<file path="src/rtl/ddu_pkg.sv">
// Shared types and defaults for the debug-unit run controller.
package ddu_pkg;

   typedef enum logic [1:0] {
      IDLE    = 2'd0,
      RUN     = 2'd1,
      STEP_HI = 2'd2
   } clk_state_t;

   localparam int DEF_DEBOUNCE_CYCLES = 10;
   localparam int DEF_ADDR_WIDTH      = 8;

   function automatic int db_cnt_width(input int cycles);
      return $clog2(cycles) + 1;
   endfunction

   localparam int DB_CNT_W = db_cnt_width(DEF_DEBOUNCE_CYCLES);

endpackage

</file>
<file path="src/rtl/btn_debounce.sv">
// Raw button conditioning: 2-flop synchronizer, debouncer and
// registered rise pulse.
module btn_debounce
   import ddu_pkg::*;
#(
   parameter int DEBOUNCE_CYCLES = DEF_DEBOUNCE_CYCLES
) (
   input  logic clk,
   input  logic rst,
   input  logic btn,
   output logic level,
   output logic rise
);

   localparam int CNT_W = db_cnt_width(DEBOUNCE_CYCLES);
   localparam logic [CNT_W-1:0] CNT_LAST =
      CNT_W'(DEBOUNCE_CYCLES - 1);

   logic             sync_a;
   logic             sync_b;
   logic             db_lvl;
   logic             db_lvl_q;
   logic             rise_q;
   logic [CNT_W-1:0] cnt;

   always_ff @(posedge clk or posedge rst) begin
      if (rst) begin
         sync_a <= 1'b0;
         sync_b <= 1'b0;
      end else begin
         sync_a <= btn;
         sync_b <= sync_a;
      end
   end

   always_ff @(posedge clk or posedge rst) begin
      if (rst) begin
         db_lvl <= 1'b0;
         cnt    <= '0;
      end else if (sync_b == db_lvl) begin
         cnt <= '0;
      end else if (cnt == CNT_LAST) begin
         db_lvl <= sync_b;
         cnt    <= '0;
      end else begin
         cnt <= cnt + 1'b1;
      end
   end

   // level is the delayed copy so it lines up with the rise pulse
   always_ff @(posedge clk or posedge rst) begin
      if (rst) begin
         db_lvl_q <= 1'b0;
         rise_q   <= 1'b0;
      end else begin
         db_lvl_q <= db_lvl;
         rise_q   <= db_lvl & ~db_lvl_q;
      end
   end

   assign level = db_lvl_q;
   assign rise  = rise_q;

endmodule

</file>
<file path="src/rtl/ddu_run_ctrl.sv">
// Debug-unit run controller: gated CPU clock (run/step) and the
// debug read address driven by the board buttons.
module ddu_run_ctrl
   import ddu_pkg::*;
#(
   parameter int DEBOUNCE_CYCLES = DEF_DEBOUNCE_CYCLES,
   parameter int ADDR_WIDTH      = DEF_ADDR_WIDTH
) (
   input  logic                  clk_500,
   input  logic                  rst,
   input  logic                  cont,
   input  logic                  step,
   input  logic                  inc,
   input  logic                  dec,
   input  logic [31:0]           pc_addr,
   output logic                  cpu_clk,
   output logic [ADDR_WIDTH-1:0] ddu_raddr,
   output logic [15:0]           led
);

   logic cont_lvl;
   logic cont_rise_unused;
   logic step_lvl_unused;
   logic inc_lvl_unused;
   logic dec_lvl_unused;
   logic step_p;
   logic inc_p;
   logic dec_p;
   logic unused_pc;

   clk_state_t state;
   clk_state_t state_n;
   logic       clk_n;

   btn_debounce #(.DEBOUNCE_CYCLES(DEBOUNCE_CYCLES)) u_cont (
      .clk   (clk_500),
      .rst   (rst),
      .btn   (cont),
      .level (cont_lvl),
      .rise  (cont_rise_unused)
   );

   btn_debounce #(.DEBOUNCE_CYCLES(DEBOUNCE_CYCLES)) u_step (
      .clk   (clk_500),
      .rst   (rst),
      .btn   (step),
      .level (step_lvl_unused),
      .rise  (step_p)
   );

   btn_debounce #(.DEBOUNCE_CYCLES(DEBOUNCE_CYCLES)) u_inc (
      .clk   (clk_500),
      .rst   (rst),
      .btn   (inc),
      .level (inc_lvl_unused),
      .rise  (inc_p)
   );

   btn_debounce #(.DEBOUNCE_CYCLES(DEBOUNCE_CYCLES)) u_dec (
      .clk   (clk_500),
      .rst   (rst),
      .btn   (dec),
      .level (dec_lvl_unused),
      .rise  (dec_p)
   );

   always_ff @(posedge clk_500 or posedge rst) begin
      if (rst) begin
         state   <= IDLE;
         cpu_clk <= 1'b0;
      end else begin
         state   <= state_n;
         cpu_clk <= clk_n;
      end
   end

   // leaving RUN forces the clock low so no partial high phase survives
   always_comb begin
      state_n = state;
      clk_n   = 1'b0;
      unique case (state)
         IDLE: begin
            if (cont_lvl) begin
               state_n = RUN;
               clk_n   = 1'b1;
            end else if (step_p) begin
               state_n = STEP_HI;
               clk_n   = 1'b1;
            end
         end
         RUN: begin
            if (!cont_lvl) begin
               state_n = IDLE;
            end else begin
               clk_n = ~cpu_clk;
            end
         end
         STEP_HI: begin
            state_n = IDLE;
         end
         default: begin
            state_n = IDLE;
         end
      endcase
   end

   always_ff @(posedge clk_500 or posedge rst) begin
      if (rst) begin
         ddu_raddr <= '0;
      end else if (inc_p && !dec_p) begin
         ddu_raddr <= ddu_raddr + ADDR_WIDTH'(1);
      end else if (dec_p && !inc_p) begin
         ddu_raddr <= ddu_raddr - ADDR_WIDTH'(1);
      end
   end

   assign led = {ddu_raddr[7:0], pc_addr[9:2]};

   assign unused_pc = ^{pc_addr[31:10], pc_addr[1:0],
                        cont_rise_unused, step_lvl_unused,
                        inc_lvl_unused, dec_lvl_unused};

endmodule

</file>
<file path="config.mk">
export PLATFORM = sky130hd
export DESIGN_NAME = ddu_run_ctrl
export DESIGN_NICKNAME = d
export VERILOG_FILES = /design/src/rtl/ddu_pkg.sv /design/src/rtl/btn_debounce.sv /design/src/rtl/ddu_run_ctrl.sv
export SDC_FILE = /design/constraint.sdc
export NUM_CORES = 1
export LEC_CHECK = 0
export BUFFER_PORTS_ARGS = -buffer_cell sky130_fd_sc_hd__buf_2
export CORE_MARGIN = 2
export CORE_UTILIZATION = 47
export DETAILED_ROUTE_END_ITERATION = 10
export GPL_TIMING_DRIVEN = 0
export PLACE_DENSITY = 0.74
export RECOVER_POWER = 25
export SETUP_SLACK_MARGIN = 0.02
export SYNTH_ARGS = -nofsm -noshare
export SYNTH_HDL_FRONTEND = slang
export SYNTH_SLANG_ARGS = --single-unit
export TNS_END_PERCENT = 20
</file>
<file path="constraint.sdc">
create_clock -name clk_500 -period 2 [get_ports clk_500]
set_input_delay 0.4 -clock clk_500 [delete_from_list [all_inputs] [get_ports clk_500]]
set_output_delay 0.4 -clock clk_500 [all_outputs]
set_load 0.03 [all_outputs]
</file>
==> results of run 1 <==
==> layout make-up <==
class | count | area [um^2]
Fill cell | 403 | 1978
Sequential cell | 50 | 1251
Multi-Input combinational cell | 124 | 980.9
Timing Repair Buffer | 32 | 162.7
Buffer | 18 | 128.9
Tap cell | 67 | 83.83
Clock buffer | 6 | 82.58
Inverter | 8 | 37.54
Clock inverter | 2 | 17.52
==> worst max-delay path, cell delays in order (launching register included) <==
cell and delay (ns):
dfrtp_1 0.38, inv_2 0.07, ha_4 0.16, inv_8 0.06, ha_4 0.25, a211oi_4 0.27, nor2_4 0.08, a221oi_2 0.24
xnor2_1 0.10, a32o_1 0.21
==> cells by family (layout without fill, tap and decap cells) <==
logic type | Yosys count | in the layout | synth area share, %
xor+xnor | 22 | 22 | 8.347
simple gates | 58 | 58 | 12.30
buf+inv | 26 | 66 | 6.883
flops | 50 | 50 | 54.20
compound gates | 23 | 23 | 6.829
mux | 5 | 5 | 2.439
fa+ha+maj | 16 | 16 | 8.997
==> worst max-delay path by stage <==
stage                          start       endpoint  slack [ns]
after floorplan           u_dec.rise   ddu_raddr[7]        0.04
after global placement           rst  u_step.cnt[0]       -0.18
after detailed placement  u_dec.rise   ddu_raddr[7]       -0.10
after CTS                 u_dec.rise   ddu_raddr[7]        0.02
after global routing      u_dec.rise   ddu_raddr[7]       -0.07
final                     u_dec.rise   ddu_raddr[7]        0.06
==> state kept, by name, summed over array words and instances (netlist names), 2 cells and up <==
| signal | cells |
|---|---|
| state | 2 |
| u_step.cnt | 5 |
| u_inc.cnt | 5 |
| u_cont.cnt | 5 |
| ddu_raddr | 8 |
| u_dec.cnt | 5 |
==> placed cells by master (no fill, tap or decap), types with 4 or more instances in the layout <==
cell type,count
dfrtp_1,50
buf_2,30
nor2_1,22
buf_4,17
xor2_1,14
nand2_1,13
ha_1,9
nand3_1,8
xnor2_1,8
inv_1,6
clkbuf_8,6
nor2b_1,5
mux2_2,5
o21ai_0,5
nand4bb_1,4
a21oi_1,4
ha_4,4
==> routing by layer <==
layer / share of wire (%) / track usage (%) / wire [um]
met1: 45 / 16.70 / 1528
met2: 48 / 23.21 / 1614
met3: 5.0 / 4.878 / 167
met5: 0 / 0 / 0
met4: 1.8 / 6.061 / 59
==> power by group <==
group          leakage (nW)  switching [mW]  internal (mW)
clock                0.0514           0.331          0.285
sequential            0.659           0.163           1.16
combinational         0.646           0.864          0.691
total                  1.36            1.36           2.13
==> repair_timing <==
item | in CTS | in global routing
buffers inserted | 1 | 0
pin swaps | 8 | 1
gates cloned | 0 | 0
endpoints found under the setup margin | 2 | 2
gates resized for setup | 7 | 5
==> metrics by stage <==
stage | worst slack, ns | hold slack (ns)
global route | -0.06751 | 0.08360
finish | 0.06336 | 0.05157
floorplan | 0.03785 | 0.3312
CTS | 0.02348 | 0.003022
detailed placement | -0.1034 | 0.3403
global placement | -0.1810 | 0.3329
==> Yosys cell counts (4+ instances only) <==
| cell | instances |
|---|---|
| nor2_1 | 22 |
| o21ai_0 | 5 |
| dfrtp_1 | 50 |
| inv_1 | 8 |
| nand2_1 | 13 |
| buf_4 | 16 |
| nand4bb_1 | 4 |
| nand3_1 | 8 |
| a21oi_1 | 6 |
| nor2b_1 | 5 |
| xnor2_1 | 8 |
| xor2_1 | 14 |
| ha_1 | 15 |
| mux2_2 | 5 |
==> qor.yml, run 1 <==
clk_path_buf_depth: 2
grt_max_degree: 42
dp_hpwl_um: 2417
wl_um: 3370
r2r-start: "u_dec.rise"
ys_seq_area_share_pct: 54.20
grt_overflow: 0
synth-seq-cells: 50
postSynthNetCount: 254
drt_iter0_markers: 31
irDropWorstVdd_mv: 0.6220
setup_violations: 0
r2r-end: "ddu_raddr[7]"
dpl.cell_count: 298
total_power_mw: 3.488
layout-drive-gt1-share_pct: 32.08
post_synth.cell_area_avg_um2: 11.54
synth_area_leaders: "dfrtp_1 (54%), ha_1 (8.1%), xor2_1 (5.3%)"
ys.flop_type: "dfrtp_1"
place_area_mm2: 0.002603
antenna_found_initial: 0
finalSetupTns_ns: 0
port_buffers: 30
num_vias: 1434
ant_nets: 0
p_leak_nw: 1.357
synth_cell_types: 32
cts_sinks: 50
yosys_warnings: 0
die_h_um: 74.08
fin_util_pct: 58.12
initial_core_util_pct: 48.87
stdcell_count: 307
crit_path_end_kind: "flip-flop"
boundaryPins: 63
fmax_mhz: 516.4
post-route-period-util_pct: 96.83
core_area_mm2: 0.004723
insertion_delay_ns: 0.30
grt_pass1_wl_um: 5692
cts_tree: "done"
drv_slew: 0
grt_usage_pct: 14.04
netlist_area_mm2: 0.002308
design_area_mm2: 0.002745
htreeDepth: 2
wl_per_cell_um: 10.98
drc: 0
final.setup_skew_ns: 0.001768
reg2reg_depth: 9
clkTransAtPathRegs_ns: 0.09
hold_viol: 0
hold_buffers: 0
status: "finished clean"
synth_edf_count: 0
worstMarginPinSlew_ns: 0.9315
maxCapViolCount: 0
worstHoldPathType: "primary input to asynchronous set/reset pin"
cts_buffers: 5
period_minus_slack_ns: 1.937
nNetsFinal: 293
relSlewSlack_pct: 37.90
arrival_ns: 2.13
dieWidth_um: 74.08
diodes: 0
synth_top_area_share_pct: 54.20
area_growth_pct: 18.92
start_kind: "flip-flop"
worstPathMaxFanout: 8
crit_required_ns: 2.20
gp_congestion: 0.7581
powerDensity_mw_per_mm2: 1271
synthArstFlopShare_pct: 100.0
vias_per_cell: 4.671
worstSetupPathType: "flip-flop to flip-flop"
cts_root_buffer: "clkbuf_8"
rsz0062_at_grt: "true"
synthCells: 200
dieArea_mm2: 0.005488
yosysTopAreaCell: "dfrtp_1"
dr.pass1.iters: 4
rrSetupSlack_ns: 0.06
grt_pass1_vias: 1379
rows: 25
Note: power is estimated with default switching activity, not from simulation.
==> run 2, diff against run 1 <==
--- a/config.mk
+++ b/config.mk
@@ -7,10 +7,10 @@
 export LEC_CHECK = 0
 export BUFFER_PORTS_ARGS = -buffer_cell sky130_fd_sc_hd__buf_2
 export CORE_MARGIN = 2
-export CORE_UTILIZATION = 47
+export CORE_UTILIZATION = 51
 export DETAILED_ROUTE_END_ITERATION = 10
 export GPL_TIMING_DRIVEN = 0
-export PLACE_DENSITY = 0.74
+export PLACE_DENSITY = 0.76
 export RECOVER_POWER = 25
 export SETUP_SLACK_MARGIN = 0.02
 export SYNTH_ARGS = -nofsm -noshare
==> constraint.sdc (replaced) <==
create_clock -name clk_500 -period 2.4 [get_ports clk_500]
set_input_delay 0.48 -clock clk_500 [delete_from_list [all_inputs] [get_ports clk_500]]
set_output_delay 0.48 -clock clk_500 [all_outputs]
set_load 0.03 [all_outputs]
==> run 2 against run 1 <==
Net effect: clock power shrank 16%; sequential power shrank 17%; global-route usage fell by 0.089 points; setup slack better by 0.13 ns; largest cell class unchanged.
==> qor.yml, run 2 (synthesis gave the netlist of run 1 again) <==
powerDensity_mw_per_mm2: 1045
clkTransAtPathRegs_ns: 0.09
final.setup_skew_ns: 0.008213
vias_per_cell: 4.873
dieWidth_um: 71.28
hold_buffers: 0
r2r-end: "ddu_raddr[7]"
layout-drive-gt1-share_pct: 27.62
dieArea_mm2: 0.005081
hold_depth: 1
dp_hpwl_um: 2411
cpMaxStageDelayCell: "dfrtp_1"
dr.pass1.iters: 4
cp_common_cell: "ha_1"
cts_setup_buffers: 0
final_common_cell: "dfrtp_1"
finalSetupTns_ns: 0
post_cts_resized: 0
p_leak_nw: 1.341
cts_root_buffer: "clkbuf_8"
diodes: 0
post-route-period-util_pct: 91.90
htreeDepth: 2
hold_end: "u_step.sync_a"
worstSetupPathType: "flip-flop to flip-flop"
die_h_um: 71.28
grt_max_degree: 31
period_minus_slack_ns: 2.206
multi_input_area_um2: 910.9
drc: 0
wl_per_cell_um: 11.10
relSlewSlack_pct: 47.64
worstHoldStart: "step"
grt_overflow: 0
setup_violations: 0
worstPathMaxFanout: 8
largest_reg_flops: 8
gp_congestion: 0.7437
path_cells: "inv_1 -> ha_1 -> inv_2 -> ha_1 -> a211oi_2 -> nor2_2 -> a31oi_1 -> or3_1 -> a32o_1"
wl_um: 3230
grt_usage_pct: 13.95
grt_pass1_vias: 1295
drv_slew: 0
core_area_mm2: 0.004354
crit_path_end_kind: "flip-flop"
boundaryPins: 63
worstHoldPathType: "primary input to flip-flop"
grt_pass1_wl_um: 5533
layout_common_cells: "dfrtp_1 (50), buf_2 (30), nor2_1 (22), buf_4 (16)"
regMostFlops: "ddu_raddr"
cts_tree: "done"
hold_viol: 0
irDropWorstVdd_mv: 0.4320
regArea_mm2: 0.001251
nNetsFinal: 292
maxCapViolCount: 0
port_buffers: 30
place_area_mm2: 0.002544
ant_nets: 0
rows: 24
design_area_mm2: 0.002655
antenna_found_initial: 0
start_kind: "flip-flop"
arrival_ns: 2.41
num_vias: 1418
cts_sinks: 50
rrSetupSlack_ns: 0.19
reg2reg_depth: 9
crit_required_ns: 2.60
status: "finished clean"
r2r-start: "u_dec.rise"
fillCellCount: 370
clk_path_buf_depth: 2
initial_core_util_pct: 53.02
fmax_mhz: 453.4
cpPeakStageDelay_ns: 0.37
insertion_delay_ns: 0.30
area_growth_pct: 15.01
rsz0062_at_grt: "false"
drt_iter0_markers: 59
worstMarginPinSlew_ns: 0.7845
cts_buffers: 5
-- run 2: cell types whose count changed in the layout (fill, tap and decap cells not counted), moves of 2 or more --
cell,before,now
clkinv_4,2,0
ha_4,4,1
a21oi_1,4,6
a21oi_2,2,0
ha_1,9,14
ha_2,2,0
-- run 2: worst max path at each step --
stage	from	end	slack (ns)	depth (start not counted)
after floorplan	u_dec.rise	ddu_raddr[7]	0.29	9
after global placement	rst	ddu_raddr[5]	0.11	2
after detailed placement	u_dec.rise	ddu_raddr[7]	0.11	9
after CTS	u_dec.rise	ddu_raddr[7]	0.09	9
after global routing	u_dec.rise	ddu_raddr[7]	0.04	9
final	u_dec.rise	ddu_raddr[7]	0.19	9
-- run 2: metal layers --
layer	track usage (%)	wire, um
met2	22.02	1552
met4	5.031	31
met1	18.11	1502
met3	4.641	142
met5	0	0
-- run 2: power breakdown --
| group | internal [mW] | total, mW | switching, mW | leakage, nW |
|---|---|---|---|---|
| clock network | 0.237 | 0.516 | 0.279 | 0.0478 |
| registers | 0.963 | 1.09 | 0.122 | 0.659 |
| logic | 0.503 | 1.17 | 0.669 | 0.635 |
| total | 1.70 | 2.77 | 1.07 | 1.34 |
-- run 2: critical path, delay by kind of cell, from the launching register on --
family | cells | cell delay, ns
adders and majority gates | 2 | 0.57
buffers and inverters | 2 | 0.18
DFF | 1 | 0.37
and+or+nand+nor | 2 | 0.54
AOI/OAI and AO/OA | 3 | 0.45
-- run 2: area by class of cell --
cell class	instances	share of cell area, %
plain buffers	18	4.854
repair buffers	31	6.409
inverters	8	1.131
clock inverters	2	0.6126
flip-flops and latches	50	47.13
well taps	52	2.451
multi-input cells	124	34.31
clock buffers	6	3.110
-- run 2: metrics by stage --
stage                     util, %  std cells  hold slack [ns]  setup slack (ns)  power [mW]
after floorplan                 -        200           0.3312            0.2902       2.019
after global placement      57.96        282           0.3311            0.1123       2.235
after detailed placement    58.42        283           0.3365            0.1145       2.267
after CTS                   60.69        291           0.1698           0.09478       2.794
after global routing        60.98        291           0.2531           0.04176       2.966
final                       60.98        291           0.2796            0.1944       2.774
